## config.mk

```make
export PLATFORM = sky130hd
export DESIGN_NAME = fetch_controller
export DESIGN_NICKNAME = d
export VERILOG_FILES = /design/src/rtl/fetch_pkg.sv /design/src/rtl/fetch_buffer.sv /design/src/rtl/fetch_controller.sv
export SDC_FILE = /design/constraint.sdc
export NUM_CORES = 1
export LEC_CHECK = 0
export ABC_AREA = 1
export CORE_AREA = 2 2 142 144
export CTS_CLUSTER_DIAMETER = 120
export CTS_CLUSTER_SIZE = 30
export DETAILED_ROUTE_END_ITERATION = 12
export DIE_AREA = 0 0 144 146
export DONT_BUFFER_PORTS = 1
export PLACE_DENSITY = 0.5
export SKIP_LAST_GASP = 1
export SLEW_MARGIN = 25
export SYNTH_ARGS = -nofsm -noshare
export SYNTH_HDL_FRONTEND = slang
export SYNTH_SLANG_ARGS = --single-unit
```

## constraint.sdc

```tcl
create_clock -name clk -period 2.4 [get_ports clk]
set_input_delay 0.48 -clock clk [delete_from_list [all_inputs] [get_ports clk]]
set_output_delay 0.48 -clock clk [all_outputs]
set_load 0.02 [all_outputs]
```

## src/rtl/fetch_pkg.sv

```systemverilog
`default_nettype none
// ============================================================================
// Module   : fetch_pkg
// Brief    : Shared defaults and state encoding for the fetch controller.
// Revision : 1.0
// ============================================================================
package fetch_pkg;

    localparam int PC_W_DEF    = 32;
    localparam int INSTR_W_DEF = 9;
    localparam int IMEM_AW_DEF = 12;

    localparam logic [INSTR_W_DEF-1:0] HALT_INSTR = 9'h1FF;

    typedef enum logic [1:0] {
        ST_IDLE  = 2'd0,
        ST_RUN   = 2'd1,
        ST_DONE  = 2'd2,
        ST_FAULT = 2'd3
    } fetch_state_t;

endpackage
`default_nettype wire

```

## src/rtl/fetch_buffer.sv

```systemverilog
`default_nettype none
// ============================================================================
// Module   : fetch_buffer
// Brief    : Single-entry valid/ready register for the fetched instruction.
// Revision : 1.0
// ============================================================================
module fetch_buffer #(
    parameter int DATA_W = 9,
    parameter int ADDR_W = 32
) (
    input  logic              clk,
    input  logic              reset,
    input  logic              load,
    input  logic              flush,
    input  logic              ready,
    input  logic [DATA_W-1:0] load_data,
    input  logic [ADDR_W-1:0] load_addr,
    output logic [DATA_W-1:0] data,
    output logic [ADDR_W-1:0] addr,
    output logic              valid
);

    logic [DATA_W-1:0] data_q, data_d;
    logic [ADDR_W-1:0] addr_q, addr_d;
    logic              valid_q, valid_d;

    // Flush only drops valid; payload is left as-is since nobody looks at it.
    always_comb begin
        data_d  = data_q;
        addr_d  = addr_q;
        valid_d = valid_q;
        if (flush) begin
            valid_d = 1'b0;
        end else if (load) begin
            data_d  = load_data;
            addr_d  = load_addr;
            valid_d = 1'b1;
        end else if (valid_q && ready) begin
            valid_d = 1'b0;
        end
    end

    always_ff @(posedge clk) begin
        if (reset) begin
            data_q  <= '0;
            addr_q  <= '0;
            valid_q <= 1'b0;
        end else begin
            data_q  <= data_d;
            addr_q  <= addr_d;
            valid_q <= valid_d;
        end
    end

    assign data  = data_q;
    assign addr  = addr_q;
    assign valid = valid_q;

endmodule
`default_nettype wire

```

## src/rtl/fetch_controller.sv

```systemverilog
`default_nettype none
// ============================================================================
// Module   : fetch_controller
// Brief    : Sequential instruction fetch with halt, branch redirect and
//            address range fault; memory sits beside this block.
// Revision : 1.0
// ============================================================================
module fetch_controller #(
    parameter int                 PC_W       = fetch_pkg::PC_W_DEF,
    parameter int                 INSTR_W    = fetch_pkg::INSTR_W_DEF,
    parameter int                 IMEM_AW    = fetch_pkg::IMEM_AW_DEF,
    parameter logic [INSTR_W-1:0] HALT_INSTR = fetch_pkg::HALT_INSTR
) (
    input  logic               clk,
    input  logic               reset,
    input  logic               start,
    output logic [PC_W-1:0]    imem_pc,
    input  logic [INSTR_W-1:0] imem_instr,
    output logic [INSTR_W-1:0] instr_out,
    output logic [PC_W-1:0]    instr_pc,
    output logic               instr_valid,
    input  logic               instr_ready,
    input  logic               branch_taken,
    input  logic [PC_W-1:0]    branch_target,
    output logic               busy,
    output logic               done,
    output logic               fault,
    output logic [31:0]        instr_count
);

    import fetch_pkg::*;

    fetch_state_t      state_q, state_d;
    logic [PC_W-1:0]   pc_q, pc_d;
    logic [31:0]       count_q, count_d;
    logic              busy_q, busy_d;
    logic              done_q, done_d;
    logic              fault_q, fault_d;

    logic              w_accept;
    logic              w_load;
    logic              w_pc_oor;
    logic              buf_load;
    logic              buf_flush;

    assign w_accept = instr_valid && instr_ready;
    assign w_load   = !instr_valid || instr_ready;

    generate
        if (PC_W > IMEM_AW) begin : g_range_chk
            assign w_pc_oor = |pc_q[PC_W-1:IMEM_AW];
        end else begin : g_no_range_chk
            assign w_pc_oor = 1'b0;
        end
    endgenerate

    // Branch beats range check, range check beats halt, halt beats load.
    always_comb begin
        state_d   = state_q;
        pc_d      = pc_q;
        count_d   = count_q + 32'(w_accept);
        buf_load  = 1'b0;
        buf_flush = 1'b0;
        case (state_q)
            ST_RUN: begin
                if (branch_taken) begin
                    pc_d      = branch_target;
                    buf_flush = 1'b1;
                end else if (w_pc_oor) begin
                    state_d   = ST_FAULT;
                    buf_flush = 1'b1;
                end else if (w_load) begin
                    if (imem_instr == HALT_INSTR) begin
                        state_d   = ST_DONE;
                        buf_flush = 1'b1;
                    end else begin
                        buf_load = 1'b1;
                        pc_d     = pc_q + PC_W'(1);
                    end
                end
            end
            default: begin
                if (start) begin
                    state_d   = ST_RUN;
                    pc_d      = '0;
                    count_d   = '0;
                    buf_flush = 1'b1;
                end
            end
        endcase
    end

    always_comb begin
        busy_d  = (state_d == ST_RUN);
        done_d  = (state_d == ST_DONE);
        fault_d = (state_d == ST_FAULT);
    end

    always_ff @(posedge clk) begin
        if (reset) begin
            state_q <= ST_IDLE;
            pc_q    <= '0;
            count_q <= '0;
            busy_q  <= 1'b0;
            done_q  <= 1'b0;
            fault_q <= 1'b0;
        end else begin
            state_q <= state_d;
            pc_q    <= pc_d;
            count_q <= count_d;
            busy_q  <= busy_d;
            done_q  <= done_d;
            fault_q <= fault_d;
        end
    end

    fetch_buffer #(
        .DATA_W (INSTR_W),
        .ADDR_W (PC_W)
    ) u_buffer (
        .clk       (clk),
        .reset     (reset),
        .load      (buf_load),
        .flush     (buf_flush),
        .ready     (instr_ready),
        .load_data (imem_instr),
        .load_addr (pc_q),
        .data      (instr_out),
        .addr      (instr_pc),
        .valid     (instr_valid)
    );

    assign imem_pc     = pc_q;
    assign busy        = busy_q;
    assign done        = done_q;
    assign fault       = fault_q;
    assign instr_count = count_q;

endmodule
`default_nettype wire
```

; Yosys cells after proc, flatten, opt, wreduce, memory -nomap -nowiden
; Cells that the tools add are included.
[word_totals]
ff_bits = 111
latch_bits = 0
ramBits = 0
mem_bits_ro = 0
in_bits = 46
output_inout_bits = 109
elab_cells = 56
n_memories = 0
[op_classes]
addsub = 2
mul = 0
div = 0
n_lt_le_gt_ge = 0
n_eq_ne = 8
shifts = 0
muxes = 27
bitwise = 1
n_reduce_logical = 9
[ops]
columns = cell, count
row1 = $mux 32, 8
row2 = $add 32x1->32, 1
row3 = $add 32x1->32 const B, 1
row4 = $reduce_or 20->1, 1
row5 = $mux 1, 13
row6 = $mux 2, 6
row7 = $eq 9x9->1 const B, 1
row8 = $ne 3x3->1 const B, 3
row9 = $eq 2x1->1 const B, 2
row10 = $eq 2x2->1 const B, 2
row11 = $reduce_and 4->1, 1
row12 = $reduce_bool 2->1, 2
row13 = $reduce_and 2->1, 1
row14 = $reduce_or 2->1, 1
row15 = $logic_and 1x1->1, 1
row16 = $logic_not 1->1, 1
row17 = $logic_or 1x1->1, 1
row18 = $not 1->1, 1

; Longest topological paths before layout
[depth]
word_depth = 8
ltp_mapped = 13
depth_no_buf = 13

; Cells and area by module
; From an unflattened synthesis, not the netlist that was laid out.
[unflattened]
cells_unflattened = 945
hier_area_um2 = 5974.5
[by_module_without_submodules]
columns = mod, instances, cells_per_inst, area_per_inst_um2, seq_area_each_um2
row1 = fetch_controller, 1, 673, 4169.0, 1381.3
row2 = fetch_buffer, 1, 272, 1805.5, 840.8

; Worst setup path before layout
; OpenSTA, ideal clock, no wires.
[synth_path]
path_kind = input -> register
from = in instr_ready
to = reg count_q[20] (netlist: instr_count[20])
setup_ns = 0.072
arrival_ns = 1.921
required_time_ns = 2.328
path_slack_ns = 0.407
path_stages = 11
path_buffers = 0
cell_sequence = nand2_1 -> inv_1 -> ha_1 -> ha_1 -> nand3_1 -> inv_1 -> nand4_1 -> nor2_2 -> nand2_1 -> or2_0 -> a21oi_1
[synth_via]
elab_chain_len = 4
[synth_rtl]
columns = element, line
row1 = start: declaration, fetch_controller.sv:22  ; input logic instr_ready,
row2 = $logic_and 1x1->1 (*), fetch_controller.sv:46  ; assign w_accept = instr_valid && instr_ready;
row3 = $add 32x1->32 (*), fetch_controller.sv:61  ; count_d = count_q + 32'(w_accept);
row4 = $mux 32, fetch_controller.sv:83  ; if (start) begin
row5 = $mux 32 (*), fetch_controller.sv:64  ; case (state_q)
row6 = end signal: assignment, fetch_controller.sv:110  ; count_q <= count_d;
row7 = end: declaration, fetch_controller.sv:35  ; logic [31:0] count_q, count_d;
; Every way passes the cells marked *; elsewhere a longest branch is shown, timed or not.
; A chain may end at the register's enable or synchronous reset.

; Final worst setup path
[layout_path]
from = reg u_buffer.valid_q (netlist: u_buffer.valid)
to = reg count_q[20] (netlist: instr_count[20])
[layout_via]
elab_chain_len = 4
[layout_rtl]
columns = element, line
row1 = start: declaration, fetch_buffer.sv:25  ; logic valid_q, valid_d;
row2 = start signal: assignment, fetch_buffer.sv:51  ; valid_q <= valid_d;
row3 = $logic_and 1x1->1 (*), fetch_controller.sv:46
row4 = $add 32x1->32 (*), fetch_controller.sv:61
row5 = $mux 32, fetch_controller.sv:83
row6 = $mux 32 (*), fetch_controller.sv:64
; Marks and branches as above.

==> summary.txt <==
Run status
  • Status: completed

CTS
  • TritonCTS clock tree: done
  • Clock buffer depth: 2
  • Cts bufs inserted: 9
  • Reg clk slew, reported paths: 0.08 ns
  • Clock Latency Late Sink: 0.35 ns
  • H-tree depth: 3
  • Cts hold-fix bufs: 0
  • Clk sink count: 111
  • Post-CTS setup buffer count: 0
  • Root buffer cell: clkbuf_16
  • Post-CTS Resized: 0

Power
  • Switching share of power: 29.2%
  • Internal: 0.00293 W
  • Psw: 0.00121 W
  • Static leakage: 2.68 nW
  • Power Dens Cells: 622 nW/um^2
  • Sequential Power Share: 47.9%
  • Part of the power in the clock network: 37.8%
  • Gate power share: 14.3%
  • Maximum VDD drop: 0.385 mV

Global routing
  • Total grt overflow: 0
  • Vias in the first global route: 5213
  • Largest net degree at the start of global routing: 43
  • Initial antenna violation count: 0
  • Tot GR Track Use: 17.0%
  • First-pass GRT wire length: 28100 um

Yosys
  • Largest area contributor in the netlist: dfxtp_1
  • Synth Area in Compound Gates: 11.4%
  • Async set-or-reset flop fraction in the synthesized netlist: 0%
  • Area fraction of the dominant cell type after synthesis: 38.5%
  • Post-synth top flop: dfxtp_1
  • Register area share after synthesis: 38.5%
  • Syn Nets: 923
  • Post-synth EDFFs: 0
  • Synth Area in Simple Gates: 38.7%
  • Synth Register Bits: 111
  • Post-Syn Area per Cell: 6.60 um^2
  • Mux cell area share after synthesis: 0%
  • Post-synthesis xor/xnor area fraction: 1.97%
  • Count of cell types in the netlist: 42
  • Mapped cell area: 5770 um^2
  • Synth top area cells: dfxtp_1 (39%), nand2_1 (12%), nor2_1 (10%)
  • Synthesized instance count: 874
  • Yosys warns: 0
  • Synth Area in Adders: 0.651%
  • Largest family of logic cells by synthesized area: simple AND/OR/NAND/NOR gates

Timing
  • Worst Skew: 0.0103 ns
  • Final hold violations: 0
  • Setup total negative slack: 0 ns
  • Final worst path period need: 2.06 ns
  • Final setup margin: 0.338 ns
  • F_max: 485 MHz
  • Slew Viols, Final: 0
  • Final setup viols: 0
  • Period utilization: 85.9%
  • Slew headroom: 49.8%
  • RSZ-0062 raised after global routing: no
  • Worst-margin pin slew: 0.749 ns

Setup path
  • Crit Path Class: reg -> reg
  • Reg-to-reg endpoint: instr_count[20]
  • CP arrival: 2.35 ns
  • Worst EP required: 2.69 ns
  • Crit path max fanout: 5
  • Crit path capture type: flip-flop
  • Worst Reg-to-Reg Cells: 11
  • Crit Reg-Reg Startpoint: u_buffer.valid
  • FF-to-FF setup slack: 0.34 ns
  • Crit path launch type: flip-flop

Drt
  • Initial DRC count: 272
  • Total detailed-routing wirelength: 17900 um
  • Via count: 5490
  • Per-cell routed wire length: 15.2 um
  • Pre-antenna DRT Iters: 5
  • Residual DRC: 0
  • Via-to-Cell Ratio: 4.67
  • DRT antenna net count: 0

Floorplanning
  • Die Y: 146 um
  • Core Rows: 51
  • Die ar.: 21000 um^2
  • Initial cell density of the core: 29.8%
  • Top-Level Pins: 155
  • Die Wd: 144 um
  • Core area: 19300 um^2

Finish
  • Fin util: 34.4%
  • Final net count: 955
  • Post-Layout Cell Count: 1176
  • Fraction of layout instances using a drive strength above 1: 13.7%
  • Diode count: 0
  • Layout filler cell count: 2183
  • Area Growth Syn to Fin: 15.3%

Min path
  • Worst hold endpoint: imem_pc[6]
  • Worst Hold Launch: reset
  • Hold Path Class: in -> reg
  • Worst hold stages: 1

Place
  • Post-DP HPWL: 13500 um
  • IO buf count: 0
  • Placed cells: 1160
  • Pre-CTS WS: 0.172 ns
  • GPL Wtd Cong: 0.849

Run
  • MaxCap Viol Count: 0
==> registers in the layout, summed over array words and instances (netlist names) <==
signal	cells
instr_count	32
u_buffer.data	9
u_buffer.addr	32
u_buffer.valid	1
imem_pc	32
busy	1
state_q	2
done	1
fault	1
==> synth_stat cells, types with 3 or more instances <==
| library cell | n |
|---|---|
| o21ai_2 | 6 |
| nor2_1 | 155 |
| and2_1 | 3 |
| inv_1 | 89 |
| or2_2 | 21 |
| clkinv_1 | 3 |
| xnor2_1 | 6 |
| or2_0 | 7 |
| a21oi_1 | 68 |
| nand3b_1 | 3 |
| clkbuf_1 | 22 |
| nand2_1 | 186 |
| o21ai_0 | 41 |
| ha_1 | 3 |
| nor3_1 | 17 |
| nand3_1 | 58 |
| dfxtp_1 | 111 |
| nand4_1 | 22 |
| nor2_2 | 16 |
| buf_2 | 4 |
| xor2_1 | 7 |
==> critical path, cell delays in order, from the launching register on <==
cell and delay [ns]:
dfxtp_1 0.33, nand2_1 0.05, inv_1 0.05, ha_1 0.22
ha_1 0.19, nand3_1 0.14, inv_1 0.13, nand4_1 0.16
nor2_2 0.23, nand2_1 0.15, or2_0 0.23, a21oi_1 0.11
==> placed cells by master (no fill, tap or decap), types with 6 or more instances in the layout <==
master	instances
or2_0	7
nand2_1	186
inv_1	89
o21ai_0	41
or2_2	21
nor2_2	16
nand3_1	58
nor2_1	155
buf_4	50
o21ai_2	6
a21oi_1	68
clkbuf_16	9
xnor2_1	6
dfxtp_1	111
nand4_1	22
xor2_1	7
nor3_1	17
==> power by group through the flow <==
stage	logic, W	clock network [W]	registers (W)
after detailed placement	0.000599	0	0.00203
after global placement	0.000597	0	0.00202
after floorplan	0.000378	0	0.00208
after CTS	0.000600	0.00164	0.00198
final	0.000593	0.00156	0.00198
after global routing	0.000661	0.00170	0.00199
==> per-layer routing <==
| layer | wire length (um) | part of all wire [%] | global-route usage [%] | vias to the layer above |
|---|---|---|---|---|
| li1 | - | - | - | 2845 |
| met1 | 7720 | 43 | 21.2 | 2482 |
| met2 | 8680 | 49 | 29.0 | 150 |
| met3 | 1280 | 7.1 | 5.07 | 13 |
| met4 | 208 | 1.2 | 3.58 | 0 |
| met5 | 0 | 0 | 0 | - |
==> worst max-delay path by stage <==
stage	to	slack [ns]	from
6_report	instr_count[20]	0.34	u_buffer.valid
3_3_place_gp	instr_count[20]	0.21	instr_ready
2_1_floorplan	instr_count[20]	0.41	instr_ready
4_1_cts	instr_count[20]	0.32	u_buffer.valid
3_5_place_dp	instr_count[20]	0.17	instr_ready
5_1_grt	instr_count[20]	0.11	u_buffer.valid
==> cell type report <==
cell class,count,area [um^2],area share [%]
Multi-Input combinational cell,638,3040,45.7
Sequential cell,111,2220,33.4
Timing Repair Buffer,51,395,5.94
Inverter,95,362,5.44
Tap cell,265,332,4.98
Clock buffer,9,225,3.39
Clock inverter,7,77.6,1.17
==> per-stage QoR <==
step | hold slack (ns) | total power, W | area (um^2)
after floorplan | 0.535 | 0.00245 | 5770
after global placement | 0.527 | 0.00262 | 6350
after detailed placement | 0.537 | 0.00262 | 6350
after CTS | 0.170 | 0.00422 | 6650
after global routing | 0.175 | 0.00435 | 6650
final | 0.217 | 0.00413 | 6650
==> cell families (layout without fill, tap and decap cells) <==
| kind of cell | Yosys count | count (layout) |
|---|---|---|
| buffers and inverters | 125 | 162 |
| adders and majority gates | 3 | 3 |
| DFF | 111 | 111 |
| AOI/OAI and AO/OA | 121 | 121 |
| and+or+nand+nor | 501 | 501 |
| xor gates and xnor gates | 13 | 13 |
(Power assumes the default switching activity.)
